<file path="config.mk">
export PLATFORM = sky130hd
export DESIGN_NAME = pool_2x2_stream_ctrl_flat
export DESIGN_NICKNAME = d
export VERILOG_FILES = /design/src/rtl/pool_2x2_stream_if.sv /design/src/rtl/pool_2x2_stream_ctrl.sv /design/src/flat_wrapper.sv
export SDC_FILE = /design/constraint.sdc
export NUM_CORES = 1
export LEC_CHECK = 0
export ABC_AREA = 1
export ABC_CLOCK_PERIOD_IN_PS = 4100
export CORE_MARGIN = 8
export CORE_UTILIZATION = 40
export CTS_CLUSTER_SIZE = 20
export DETAILED_ROUTE_END_ITERATION = 10
export SYNTH_ARGS = -nofsm -noshare
export SYNTH_HDL_FRONTEND = slang
export SYNTH_SLANG_ARGS = --single-unit
export TNS_END_PERCENT = 50
</file>
<file path="constraint.sdc">
create_clock -name clk -period 4.1 [get_ports clk]
set_input_delay 0.41 -clock clk [delete_from_list [all_inputs] [get_ports clk]]
set_output_delay 0.41 -clock clk [all_outputs]
set_load 0.03 [all_outputs]
</file>
<file path="src/rtl/pool_2x2_stream_if.sv">
// Valid/ready stream bundle for the 2x2 pooling controller.
// Master drives pixels in and accepts pooled words; slave is the pooler.
interface pool_2x2_stream_ctrl_if #(
    parameter int DATA_WIDTH = 16
);
    logic [DATA_WIDTH-1:0] in_data;
    logic                  in_valid;
    logic                  in_ready;
    logic [DATA_WIDTH-1:0] out_data;
    logic                  out_valid;
    logic                  out_ready;

    modport master (
        output in_data, in_valid, out_ready,
        input  in_ready, out_data, out_valid
    );

    modport slave (
        input  in_data, in_valid, out_ready,
        output in_ready, out_data, out_valid
    );
endinterface

</file>
<file path="src/rtl/pool_2x2_stream_ctrl.sv">
// 2x2 stride-2 max pooling over one raster-order frame per start pulse.
// Even rows fill a half-width buffer of pair maxima; odd rows merge and emit.
module pool_2x2_stream_ctrl #(
    parameter int DATA_WIDTH = 16,
    parameter int IMG_W      = 28,
    parameter int IMG_H      = 28
) (
    input  logic                  clk,
    input  logic                  rst,
    input  logic                  start,
    pool_2x2_stream_ctrl_if.slave bus,
    output logic                  busy,
    output logic                  frame_done
);
    localparam int CW = $clog2(IMG_W);
    localparam int RW = $clog2(IMG_H);
    localparam int LB = IMG_W / 2;
    localparam int LW = (LB > 1) ? $clog2(LB) : 1;

    typedef logic [DATA_WIDTH-1:0] word_t;
    typedef enum logic [1:0] {IDLE, EVEN, ODD, DONE} state_t;

    state_t        state, state_n;
    logic [CW-1:0] col;
    logic [RW-1:0] row;
    logic [LW-1:0] lidx;
    word_t         pair_reg;
    word_t         out_data;
    word_t         pair_max;
    word_t         win_max;
    word_t         lbuf [LB];
    logic          out_valid;
    logic          in_ready;
    logic          acc;
    logic          take;
    logic          col_last;
    logic          row_last;
    logic          pair_hi;

    function automatic word_t max2(input word_t a, input word_t b);
        return (a > b) ? a : b;
    endfunction

    // ODD rows stall input while an untaken result would be overwritten
    assign in_ready = (state == EVEN) ||
                      ((state == ODD) && (!out_valid || bus.out_ready));
    assign acc      = bus.in_valid && in_ready;
    assign take     = out_valid && bus.out_ready;
    assign col_last = (col == CW'(IMG_W - 1));
    assign row_last = (row == RW'(IMG_H - 1));
    assign pair_hi  = col[0];
    assign lidx     = LW'(col >> 1);
    assign pair_max = max2(pair_reg, bus.in_data);
    assign win_max  = max2(lbuf[lidx], pair_max);

    assign bus.in_ready  = in_ready;
    assign bus.out_data  = out_data;
    assign bus.out_valid = out_valid;
    assign busy          = (state != IDLE);
    assign frame_done    = (state == DONE);

    always_ff @(posedge clk or posedge rst) begin
        if (rst) state <= IDLE;
        else     state <= state_n;
    end

    // an odd-height frame ends on an even row, so both rows test row_last
    always_comb begin
        state_n = state;
        unique case (state)
            IDLE: if (start) state_n = EVEN;
            EVEN: if (acc && col_last) state_n = row_last ? DONE : ODD;
            ODD:  if (acc && col_last) state_n = row_last ? DONE : EVEN;
            DONE: state_n = IDLE;
            default: state_n = IDLE;
        endcase
    end

    always_ff @(posedge clk or posedge rst) begin
        if (rst) begin
            col <= '0;
            row <= '0;
        end else if (state == IDLE && start) begin
            col <= '0;
            row <= '0;
        end else if (acc) begin
            if (col_last) begin
                col <= '0;
                row <= row_last ? '0 : row + 1'b1;
            end else begin
                col <= col + 1'b1;
            end
        end
    end

    always_ff @(posedge clk or posedge rst) begin
        if (rst)                 pair_reg <= '0;
        else if (acc && !pair_hi) pair_reg <= bus.in_data;
    end

    always_ff @(posedge clk) begin
        if (acc && state == EVEN && pair_hi) lbuf[lidx] <= pair_max;
    end

    always_ff @(posedge clk or posedge rst) begin
        if (rst) begin
            out_data  <= '0;
            out_valid <= 1'b0;
        end else if (acc && state == ODD && pair_hi) begin
            out_data  <= win_max;
            out_valid <= 1'b1;
        end else if (take) begin
            out_valid <= 1'b0;
        end
    end
endmodule

</file>
<file path="src/flat_wrapper.sv">
// flat-port wrapper written by rule: the top's interface ports become plain ports
module pool_2x2_stream_ctrl_flat 
#(
    parameter int DATA_WIDTH = 16,
    parameter int IMG_W      = 28,
    parameter int IMG_H      = 28
)
  (clk, rst, start, busy, frame_done, bus_in_data, bus_in_valid, bus_out_ready, bus_in_ready, bus_out_data, bus_out_valid);
  pool_2x2_stream_ctrl_if #(.DATA_WIDTH(DATA_WIDTH)) bus_i ();
  input  logic clk;
  input  logic rst;
  input  logic start;
  output logic busy;
  output logic frame_done;
  input wire logic [$bits(bus_i.in_data)-1:0] bus_in_data;
  input wire logic [$bits(bus_i.in_valid)-1:0] bus_in_valid;
  input wire logic [$bits(bus_i.out_ready)-1:0] bus_out_ready;
  output wire logic [$bits(bus_i.in_ready)-1:0] bus_in_ready;
  output wire logic [$bits(bus_i.out_data)-1:0] bus_out_data;
  output wire logic [$bits(bus_i.out_valid)-1:0] bus_out_valid;
  assign bus_i.in_data = bus_in_data;
  assign bus_i.in_valid = bus_in_valid;
  assign bus_i.out_ready = bus_out_ready;
  assign bus_in_ready = bus_i.in_ready;
  assign bus_out_data = bus_i.out_data;
  assign bus_out_valid = bus_i.out_valid;
  pool_2x2_stream_ctrl #(.DATA_WIDTH(DATA_WIDTH), .IMG_W(IMG_W), .IMG_H(IMG_H)) u_core (.clk(clk), .rst(rst), .start(start), .bus(bus_i), .busy(busy), .frame_done(frame_done));
endmodule
</file>
==> results_dict.tcl, run 1 <==
set metrics [dict create \
    clock_h_tree_levels 1 \
    yosys.cell_count.top_type "nand2_1" \
    initial_antenna_violation_count 0 \
    ys_ff_latch 269 \
    synth_flop_cell "edfxtp_1" \
    critical_path.startpoint "bus_in_data[2]" \
    worst_ep_required_time_ns 4.53 \
    cts_root_buffer "clkbuf_16" \
    critPathCaptureType "register" \
    ff2ff_path_depth 22 \
    post-dp-hpwl_um 19800 \
    criticalPathCategory "in -> reg" \
    setup.worst_path.end "u_core.bus.out_data[9]" \
    regArea_um2 7860 \
    grt_start_max_net_pins 64 \
    p_per_area_nw_per_um2 756 \
    layout_worst_path_cycle_share_pct 84.7 \
    max-vdd-ir-drop_uv 408 \
    routed_wl_um 30200 \
    timing.critical_path.from_type "primary input" \
    finalNetCount 1449 \
    drt_pass1_iterations 5 \
    hold_buffers 0 \
    ctsLongestPathBuffers 3 \
    achievable-frequency_ghz 0.288 \
    drive_above_1_share_pct 9.03 \
    largest_register_ffs 224 \
    worst-path-stages 28 \
    worst_max_slew_pin_slew_ns 1.02 \
    timing.hold.worst.class "in -> async" \
    antenna-diode-count 0 \
    multi_input_area_um2 3960 \
    initial_core_util_pct 40.6 \
    global_route.usage.total_pct 16.4 \
    post_synth_main_area_contributors "edfxtp_1 54%, nand2_1 19%, dfrtp_1 9.1%" \
    yosys.area.top_type "edfxtp_1" \
    clkTransAtPathRegs_ns 0.06 \
    drcViolationCount 0 \
    numPortBuffers 40 \
    floorplan.die.height_um 192 \
    report.final.hold_viol_count 0 \
    yosys.cell_types.count 26 \
    synth_xor_xnor_area_share_pct 0 \
    critical-path-top-cell-by-count "nand2_1" \
    synth_area_per_cell_um2 9.42 \
    slew_viol_final 0 \
    cts-buffers-inserted 30 \
    grt_setup_unrepaired "false" \
    cp_num_buf_inv 6 \
    layout.filler_cells 2868 \
    worstReg2RegEnd "u_core.bus.out_data[9]" \
    area_fraction_in_compound_gates_after_synthesis_pct 2.87 \
    crit_arrival_ns 3.90 \
    ant_nets 0 \
    wl_per_cell_um 16.6 \
    report.final.setup_viol 0 \
    floorplan.io_pins 41 \
    regToRegSetupSlack_ns 0.65 \
    number_of_buffers_inserted_by_post_cts_setup_repair 0 \
    power.share.sequential_pct 34.2 \
    synth-edff-count 224 \
    sinks_on_the_clock_net 269 \
    comb_power_share_pct 41.5 \
    yosys.area.top_type_share_pct 54.2 \
    via_count 8796 \
    proportion_of_synthesized_flip_flops_having_asynchronous_set_or_reset_pct 16.7 \
    postSynthNetCount 1372 \
    total_net_switching_power_w 0.00437 \
    synth_fa_ha_area_share_pct 3.43 \
    maxCapViolations 0 \
    result_of_the_run "complete, no violations" \
    muxShareOfSynthArea_pct 0 \
    timing.final.ws_setup_ns 0.627 \
    grt_pass1_vias 8473 \
    yosys.area_share.simple_pct 25.4 \
    finalSetupTns_ns 0 \
    mappedNetlistArea_um2 12400 \
    crit_slowest_cell "clkdlybuf4s50_1" \
    drt-vias-per-instance 4.85 \
    grt_remaining_overflow 0 \
    detail_route.iter0.violations 681 \
    fp-row-count 64 \
    globalplace.congestion 0.838 \
    r2r-start "u_core.pair_reg[15]" \
    crit_path_max_fanout 16 \
    ys_warn_count 0 \
    power_leakage_nw 6.51 \
    skew_ns 0.0154 \
    p_int_w 0.00662 \
    core_area_um2 30600 \
    synth_top_family_by_area "simple AND/OR/NAND/NOR gates" \
    synth.top_cells.by_count "631 x nand2_1, 224 x edfxtp_1, 94 x inv_1" \
    switching_part_of_the_total_pct 39.8 \
    timing.slew.headroom_pct 32.2 \
    worst_path_dominant_cell_family "simple AND/OR/NAND/NOR gates" \
    grt_pass1_wl_um 47700 \
    clock_latency_ns 0.55 \
    die_area_um2 36900 \
    area.growth.synth_to_final_pct 17.1 \
    cts_resized 0 \
    die_width_um 192 \
    pre_cts_slack_ns 0.108 \
    p_clk_share_pct 24.3 \
    tritoncts "done" \
    highest_cell_delay_on_the_worst_timing_path_ns 0.51 \
    post_synth_inst_count 1317 \
    synth-seq-area-share_pct 63.3 \
    layout_min_cycle_time_ns 3.47 \
]
-- cell type report --
type	instances	share of cell area [%]
Tap cell	396	3.41
Inverter	96	2.50
Clock inverter	13	0.697
Sequential cell	269	54.1
Timing Repair Buffer	94	5.80
Clock buffer	42	6.26
Multi-Input combinational cell	903	27.3
-- metal layers --
layer  vias to the layer above  wire (um)  global-route usage, %
li1                       4421          -                      -
met1                      4154      14000                   22.3
met2                       192      14400                   27.7
met3                        29       1360                   2.47
met4                         0        419                   3.29
met5                         -          0                      0
-- power groups by stage --
stage          clock [W]  sequential [W]  combinational (W)
6_report         0.00267         0.00375            0.00456
3_5_place_dp           0         0.00380            0.00458
3_3_place_gp           0         0.00380            0.00448
2_1_floorplan          0         0.00374            0.00310
5_1_grt          0.00282         0.00378            0.00519
4_1_cts          0.00271         0.00375            0.00460
-- layout by cell type, fill, tap and decap left out --
cell type          n
a21o_1             1
a21oi_1           21
and3_1             1
buf_12             3
buf_4             51
bufinv_16          1
clkbuf_1           4
clkbuf_16         33
clkbuf_8           5
clkdlybuf4s50_1   40
clkinv_1           2
clkinv_2           8
clkinv_8           1
clkinvlp_4         1
dfrtp_1           43
dfrtp_2            1
dfrtp_4            1
edfxtp_1         224
ha_1              34
inv_1             93
inv_2              2
inv_4              1
nand2_1          631
nand2_2            3
nand3_1           70
nand3_2            1
nand4_1            3
nor2_1            67
nor2_2            11
nor2_4             1
nor3_1             7
nor3_2             4
o21a_1             1
o21ai_0           46
o22ai_1            1
-- cells by family (layout without fill, tap and decap cells) --
| family | count (synthesis) | count (layout) |
|---|---|---|
| AO/OA/AOI/OAI | 70 | 70 |
| flip-flops | 269 | 269 |
| buffers and inverters | 145 | 245 |
| adder cells (fa/ha/maj) | 34 | 34 |
| AND/OR/NAND/NOR | 799 | 799 |
-- per-stage QoR --
step	hold WS [ns]	utilization [%]	total power (W)	area [um^2]	cells
3_3_place_gp	0.468	44.2	0.00828	13500	1758
5_1_grt	0.494	47.5	0.0118	14500	1813
3_5_place_dp	0.470	44.2	0.00839	13500	1758
6_report	0.425	47.5	0.0110	14500	1813
4_1_cts	0.455	47.5	0.0111	14500	1813
2_1_floorplan	0.479	-	0.00684	12400	1317
-- worst min path at each step --
stage / end / startpoint / slack (ns)
global placement: u_core.bus.out_data[2] / u_core.bus.out_data[2] / 0.47
floorplan: u_core.pair_reg[10] / u_core.pair_reg[10] / 0.48
detailed placement: u_core.bus.out_data[3] / u_core.bus.out_data[3] / 0.47
global route: u_core.row[1] / rst / 0.49
CTS: u_core.col[3] / rst / 0.46
finish: u_core.row[1] / rst / 0.42
-- worst register-to-register path: stages, from the launching register on --
cell and delay [ns]:
dfrtp_1 0.41, ha_1 0.30, a21oi_1 0.17, o21ai_0 0.10
a21oi_1 0.13, nand2_1 0.11, nand2_2 0.30, nand2_1 0.18
nand2_1 0.15, inv_1 0.06, ha_1 0.30, nand2_1 0.07
nor2_1 0.18, nand2_1 0.07, nand2_1 0.07, nand2_1 0.06
nand2_2 0.16, buf_4 0.19, nand3_1 0.09, nand2_1 0.07
inv_1 0.05, nand2_1 0.06, nand2_1 0.05
Note: power is estimated with default switching activity, not from simulation.
==> run 2, diff against run 1 <==
--- a/config.mk
+++ b/config.mk
@@ -6,7 +6,7 @@
 export NUM_CORES = 1
 export LEC_CHECK = 0
 export ABC_AREA = 1
-export ABC_CLOCK_PERIOD_IN_PS = 4100
+export ABC_CLOCK_PERIOD_IN_PS = 3100
 export CORE_MARGIN = 8
 export CORE_UTILIZATION = 40
 export CTS_CLUSTER_SIZE = 20
==> constraint.sdc (replaced) <==
create_clock -name clk -period 3.1 [get_ports clk]
set_input_delay 0.31 -clock clk [delete_from_list [all_inputs] [get_ports clk]]
set_output_delay 0.31 -clock clk [all_outputs]
set_load 0.03 [all_outputs]
==> results_dict.tcl, run 2 (synthesized netlist as in run 1, its figures left out) <==
set metrics [dict create \
    power_leakage_nw 7.02 \
    ant_nets 0 \
    timing.slew.headroom_pct 41.7 \
    routed_wl_um 32700 \
    detail_route.iter0.violations 701 \
    setup.worst_path.end "u_core.bus.out_data[9]" \
    crit_arrival_ns 3.53 \
    critical-path-top-cell-by-count "nand3_2" \
    max-vdd-ir-drop_uv 792 \
    finalSetupTns_ns 0 \
    p_per_area_nw_per_um2 1070 \
    skew_ns 0.0127 \
    worst-path-stages 18 \
    cts-buffers-inserted 29 \
    grt_remaining_overflow 0 \
    result_of_the_run "complete, no violations" \
    layout_commonest_cell "nand2_1" \
    design_area_um2 15800 \
    clkTransAtPathRegs_ns 0.06 \
    cp_num_buf_inv 3 \
    hold_buffers 0 \
    crit_slowest_cell "dfrtp_1" \
    critPathCaptureType "register" \
    core_area_um2 30600 \
    regArea_um2 7860 \
    timing.critical_path.from_type "register" \
    drt-vias-per-instance 4.97 \
    die_area_um2 36900 \
    multi_input_area_um2 4520 \
    ff2ff_path_depth 18 \
    drive_above_1_share_pct 20.5 \
    finalHoldWorstSlack_ns 0.147 \
    grt_pass1_vias 9205 \
    grt_setup_unrepaired "true" \
    wl_per_cell_um 17.3 \
    worst_path_dominant_cell_family "simple AND/OR/NAND/NOR gates" \
    worst_ep_required_time_ns 3.53 \
    fp-row-count 64 \
    floorplan.io_pins 41 \
    cp_cell_sequence "ha_4, nand4_1, nor3_4, nand3_2, nand2_4, buf_12, nand2_2, nand2_2, inv_2, ha_4, nand4_1, nor3_4, nand3_2, nand2_4, buf_12, nand3_2, nand2_1, nand2_1" \
    grt_pass1_wl_um 51100 \
    slew_viol_final 0 \
    floorplan.die.height_um 192 \
    die_width_um 192 \
    layout.filler_cells 2755 \
    initial_core_util_pct 40.6 \
    largest_register_ffs 224 \
    numPortBuffers 40 \
    drcViolationCount 0 \
    layout_min_cycle_time_ns 3.10 \
    crit_path_max_fanout 8 \
    via_count 9427 \
    timing.hold.worst.class "in -> async" \
    criticalPathCategory "reg -> reg" \
    placed_cell_area_um2 14200 \
    achievable-frequency_ghz 0.323 \
    sinks_on_the_clock_net 269 \
    initial_antenna_violation_count 0 \
    grt_start_max_net_pins 32 \
    regToRegSetupSlack_ns 0.004 \
    post-dp-hpwl_um 21000 \
    worst_max_slew_pin_slew_ns 0.874 \
    critical_path.startpoint "u_core.pair_reg[11]" \
    area.growth.synth_to_final_pct 27.2 \
    ctsLongestPathBuffers 3 \
    clock_latency_ns 0.54 \
    highest_cell_delay_on_the_worst_timing_path_ns 0.42 \
    global_route.usage.total_pct 17.5 \
    r2r-start "u_core.pair_reg[11]" \
    finalNetCount 1533 \
    maxCapViolations 0 \
    report.final.hold_viol_count 0 \
    design_power_total_w 0.0169 \
    worstReg2RegEnd "u_core.bus.out_data[9]" \
    tritoncts "done" \
    globalplace.congestion 0.877 \
    drt_pass1_iterations 5 \
    antenna-diode-count 0 \
    report.final.setup_viol 0 \
    cts_root_buffer "clkbuf_16" \
    layout_worst_path_cycle_share_pct 99.9 \
    most_frequent_cells_in_the_layout "585 x nand2_1, 224 x edfxtp_1, 120 x buf_4, 85 x inv_1, 65 x nor2_1" \
    clock_h_tree_levels 1 \
]
==> run 2: cell types whose count changed in the layout (fill, tap and decap cells not counted), sizes merged <==
cell    delta
buf       +85
clkbuf     +4
clkinv     -7
==> run 2: final cells by class <==
class,instances,area share [%]
clock inverter,6,0.349
sequential,269,49.8
timing repair buffer,179,10.3
tap,396,3.14
clock buffer,46,5.46
inverter,96,2.30
multi-input combinational,903,28.6
==> run 2: through the flow <==
stage / setup slack (ns) / instances / util [%]
after floorplan: 0.0120 / 1317 / -
after global routing: -0.166 / 1895 / 51.6
after global placement: -0.531 / 1831 / 46.3
after detailed placement: -0.542 / 1831 / 46.3
final: 0.00379 / 1895 / 51.6
after CTS: 0.00159 / 1889 / 49.9
==> run 2: power breakdown <==
group	internal, W	leakage [nW]	total [W]	switching (W)
clock	0.00198	0.443	0.00334	0.00136
sequential	0.00474	2.61	0.00493	0.000195
combinational	0.00337	3.96	0.00866	0.00529
total	0.0101	7.02	0.0169	0.00685
==> run 2: repair_timing <==
item                       CTS  global route
setup endpoints to repair   16            16
buffers inserted             4             5
pin swaps                   15            38
gates resized for setup     26           106
hold endpoints to repair     0             0
cloned                       2             1
==> run 2: worst min path at each step <==
stage	startpoint	to	slack (ns)	cells after the start
3_5_place_dp	u_core.bus.out_data[10]	u_core.bus.out_data[10]	0.47	2
6_report	rst	u_core.bus.out_data[15]	0.15	2
3_3_place_gp	u_core.bus.out_data[1]	u_core.bus.out_data[1]	0.47	2
4_1_cts	rst	u_core.bus.out_data[15]	0.14	2
2_1_floorplan	bus_in_data[0]	u_core.pair_reg[0]	0.43	2
5_1_grt	rst	u_core.bus.out_data[15]	0.18	2
==> run 2: worst register-to-register path: cells and delay by family (launching register included) <==
kind          cells  cell delay, ns
fa+ha+maj         2            0.55
buf+inv           3            0.34
flops             1            0.42
simple gates     13            1.68
==> run 2: routing by layer <==
layer | wire length (um) | up-vias | GRT usage, %
met5 | 0 | - | 0
met4 | 677 | 0 | 4.58
met3 | 1700 | 57 | 2.09
met2 | 15700 | 245 | 28.8
met1 | 14600 | 4525 | 24.4
li1 | - | 4600 | -
==> run 3, diff against run 2 <==
--- a/config.mk
+++ b/config.mk
@@ -7,10 +7,10 @@
 export LEC_CHECK = 0
 export ABC_AREA = 1
 export ABC_CLOCK_PERIOD_IN_PS = 3100
-export CORE_MARGIN = 8
 export CORE_UTILIZATION = 40
 export CTS_CLUSTER_SIZE = 20
 export DETAILED_ROUTE_END_ITERATION = 10
+export SKIP_LAST_GASP = 1
 export SYNTH_ARGS = -nofsm -noshare
 export SYNTH_HDL_FRONTEND = slang
 export SYNTH_SLANG_ARGS = --single-unit
==> results_dict.tcl, run 3 (synthesized netlist as in run 1, its figures left out) <==
set metrics [dict create \
    placed_cell_area_um2 13900 \
    drt-vias-per-instance 4.93 \
    largest_register_ffs 224 \
    critPathCaptureType "register" \
    skew_ns 0.0185 \
    drcViolationCount 0 \
    drive_above_1_share_pct 17.6 \
    p_clk_share_pct 20.9 \
    worst_ep_required_time_ns 3.53 \
    grt_setup_unrepaired "true" \
    global_route.usage.total_pct 19.7 \
    wl_per_cell_um 16.7 \
    ant_nets 0 \
    multi_input_area_um2 4420 \
    grt_pass1_vias 8682 \
    timing.critical_path.from_type "register" \
    core_area_um2 30600 \
    achievable-frequency_ghz 0.314 \
    grt_remaining_overflow 0 \
    most_frequent_cells_in_the_layout "601 x nand2_1, 224 x edfxtp_1, 96 x buf_4, 88 x inv_1, 69 x nor2_1" \
    detail_route.iter0.violations 594 \
    initial_antenna_violation_count 0 \
    design_area_um2 15600 \
    hold_buffers 0 \
    clkTransAtPathRegs_ns 0.06 \
    result_of_the_run "finished with violations" \
    ctsLongestPathBuffers 3 \
    sinks_on_the_clock_net 269 \
    report.final.hold_viol_count 0 \
    floorplan.io_pins 41 \
    power.share.sequential_pct 30.2 \
    finalSetupTns_ns -0.988 \
    timing.slew.headroom_pct 41.8 \
    post-dp-hpwl_um 19900 \
    report.final.setup_viol 16 \
    criticalPathCategory "reg -> reg" \
    slew_viol_final 0 \
    timing.final.ws_setup_ns -0.0893 \
    routed_wl_um 31400 \
    worst_max_slew_pin_slew_ns 0.872 \
    die_area_um2 31700 \
    switching_part_of_the_total_pct 40.2 \
    layout_commonest_cell "nand2_1" \
    drt_pass1_iterations 5 \
    timing.hold.worst.class "in -> async" \
    globalplace.congestion 0.817 \
    clock_h_tree_levels 1 \
    area.growth.synth_to_final_pct 25.4 \
    grt_pass1_wl_um 48000 \
    fp-row-count 64 \
    fin_cells 1874 \
    initial_core_util_pct 40.6 \
    floorplan.die.height_um 178 \
    grt_start_max_net_pins 41 \
    cts_root_buffer "clkbuf_16" \
    p_int_w 0.00984 \
    regArea_um2 7860 \
    placedCellCount 1797 \
    layout_worst_path_cycle_share_pct 103 \
    layout.filler_cells 2700 \
    die_width_um 178 \
    crit_arrival_ns 3.62 \
    numPortBuffers 40 \
    tritoncts "done" \
    design_power_total_w 0.0165 \
    layout_min_cycle_time_ns 3.19 \
    failed_checks "negative setup slack" \
    antenna-diode-count 0 \
    clock_latency_ns 0.55 \
    total_net_switching_power_w 0.00662 \
    via_count 9234 \
    power_leakage_nw 6.92 \
    cts-buffers-inserted 29 \
    pre_cts_slack_ns -0.554 \
    p_per_area_nw_per_um2 1060 \
    comb_power_share_pct 48.9 \
    crit_path_max_fanout 8 \
    finalNetCount 1512 \
    max-vdd-ir-drop_uv 679 \
    maxCapViolations 0 \
]
-- run 3: cell type report --
class                           instances  area share, %
Sequential cell                       269           50.5
Multi-Input combinational cell        903           28.4
Timing Repair Buffer                  158           9.55
Clock buffer                           32           4.74
Tap cell                              396           3.18
Inverter                               96           2.33
Clock inverter                         20           1.29
-- run 3: worst paths after layout --
path                                          from                       to  slack, ns  cells after the start
min                                            rst       u_core.pair_reg[0]       0.08                      2
min in group clk                     bus_out_ready     u_core.bus.out_valid       0.39                      4
max in group asynchronous                      rst  u_core.bus.out_data[12]       2.29                      3
min reg2reg                u_core.bus.out_data[12]  u_core.bus.out_data[12]       0.49                      2
max                            u_core.pair_reg[13]  u_core.bus.out_data[12]      -0.09                     19
max reg2reg                    u_core.pair_reg[13]  u_core.bus.out_data[12]      -0.09                     19
-- run 3: routing by layer --
metal	vias up	track usage, %	wire, um
li1	4559	-	-
met5	-	0	0
met3	61	2.11	1400
met1	4413	27.4	14000
met4	0	5.52	924
met2	201	32.8	15100
-- run 3: what timing repair did --
| action | in CTS | in global routing |
|---|---|---|
| cloned | 0 | 4 |
| resized for setup | 7 | 99 |
| pin swaps | 2 | 35 |
| setup buffers | 4 | 17 |
| endpoints found under the setup margin | 15 | 16 |
-- run 3: power by group through the flow --
stage	combinational (W)	sequential, W	clock (W)
after floorplan	0.00414	0.00495	0
after global placement	0.00641	0.00502	0
after detailed placement	0.00652	0.00503	0
after CTS	0.00665	0.00495	0.00349
after global routing	0.00885	0.00499	0.00363
final	0.00805	0.00496	0.00344
-- run 3: worst max-delay path, stage by stage (launching register included) --
cell and delay (ns):
dfrtp_1 0.43, ha_4 0.30, nand2_1 0.11, nor3_4 0.25, nand2_2 0.09, nand2_4 0.13, buf_8 0.16, nand3_4 0.10
nand2_4 0.09, inv_2 0.04, ha_4 0.25, nand4_1 0.17, nor3_4 0.24, buf_6 0.13, nand3_4 0.09, nand2_4 0.11
buf_12 0.13, nand3_1 0.09, nand2_2 0.09, nand2_1 0.05
-- run 3: stage by stage --
step                      hold WS, ns  util [%]
after global routing            0.132      50.9
after detailed placement        0.466      45.5
after floorplan                 0.431         -
after global placement          0.470      45.5
final                          0.0752      50.9
after CTS                      0.0880      48.7
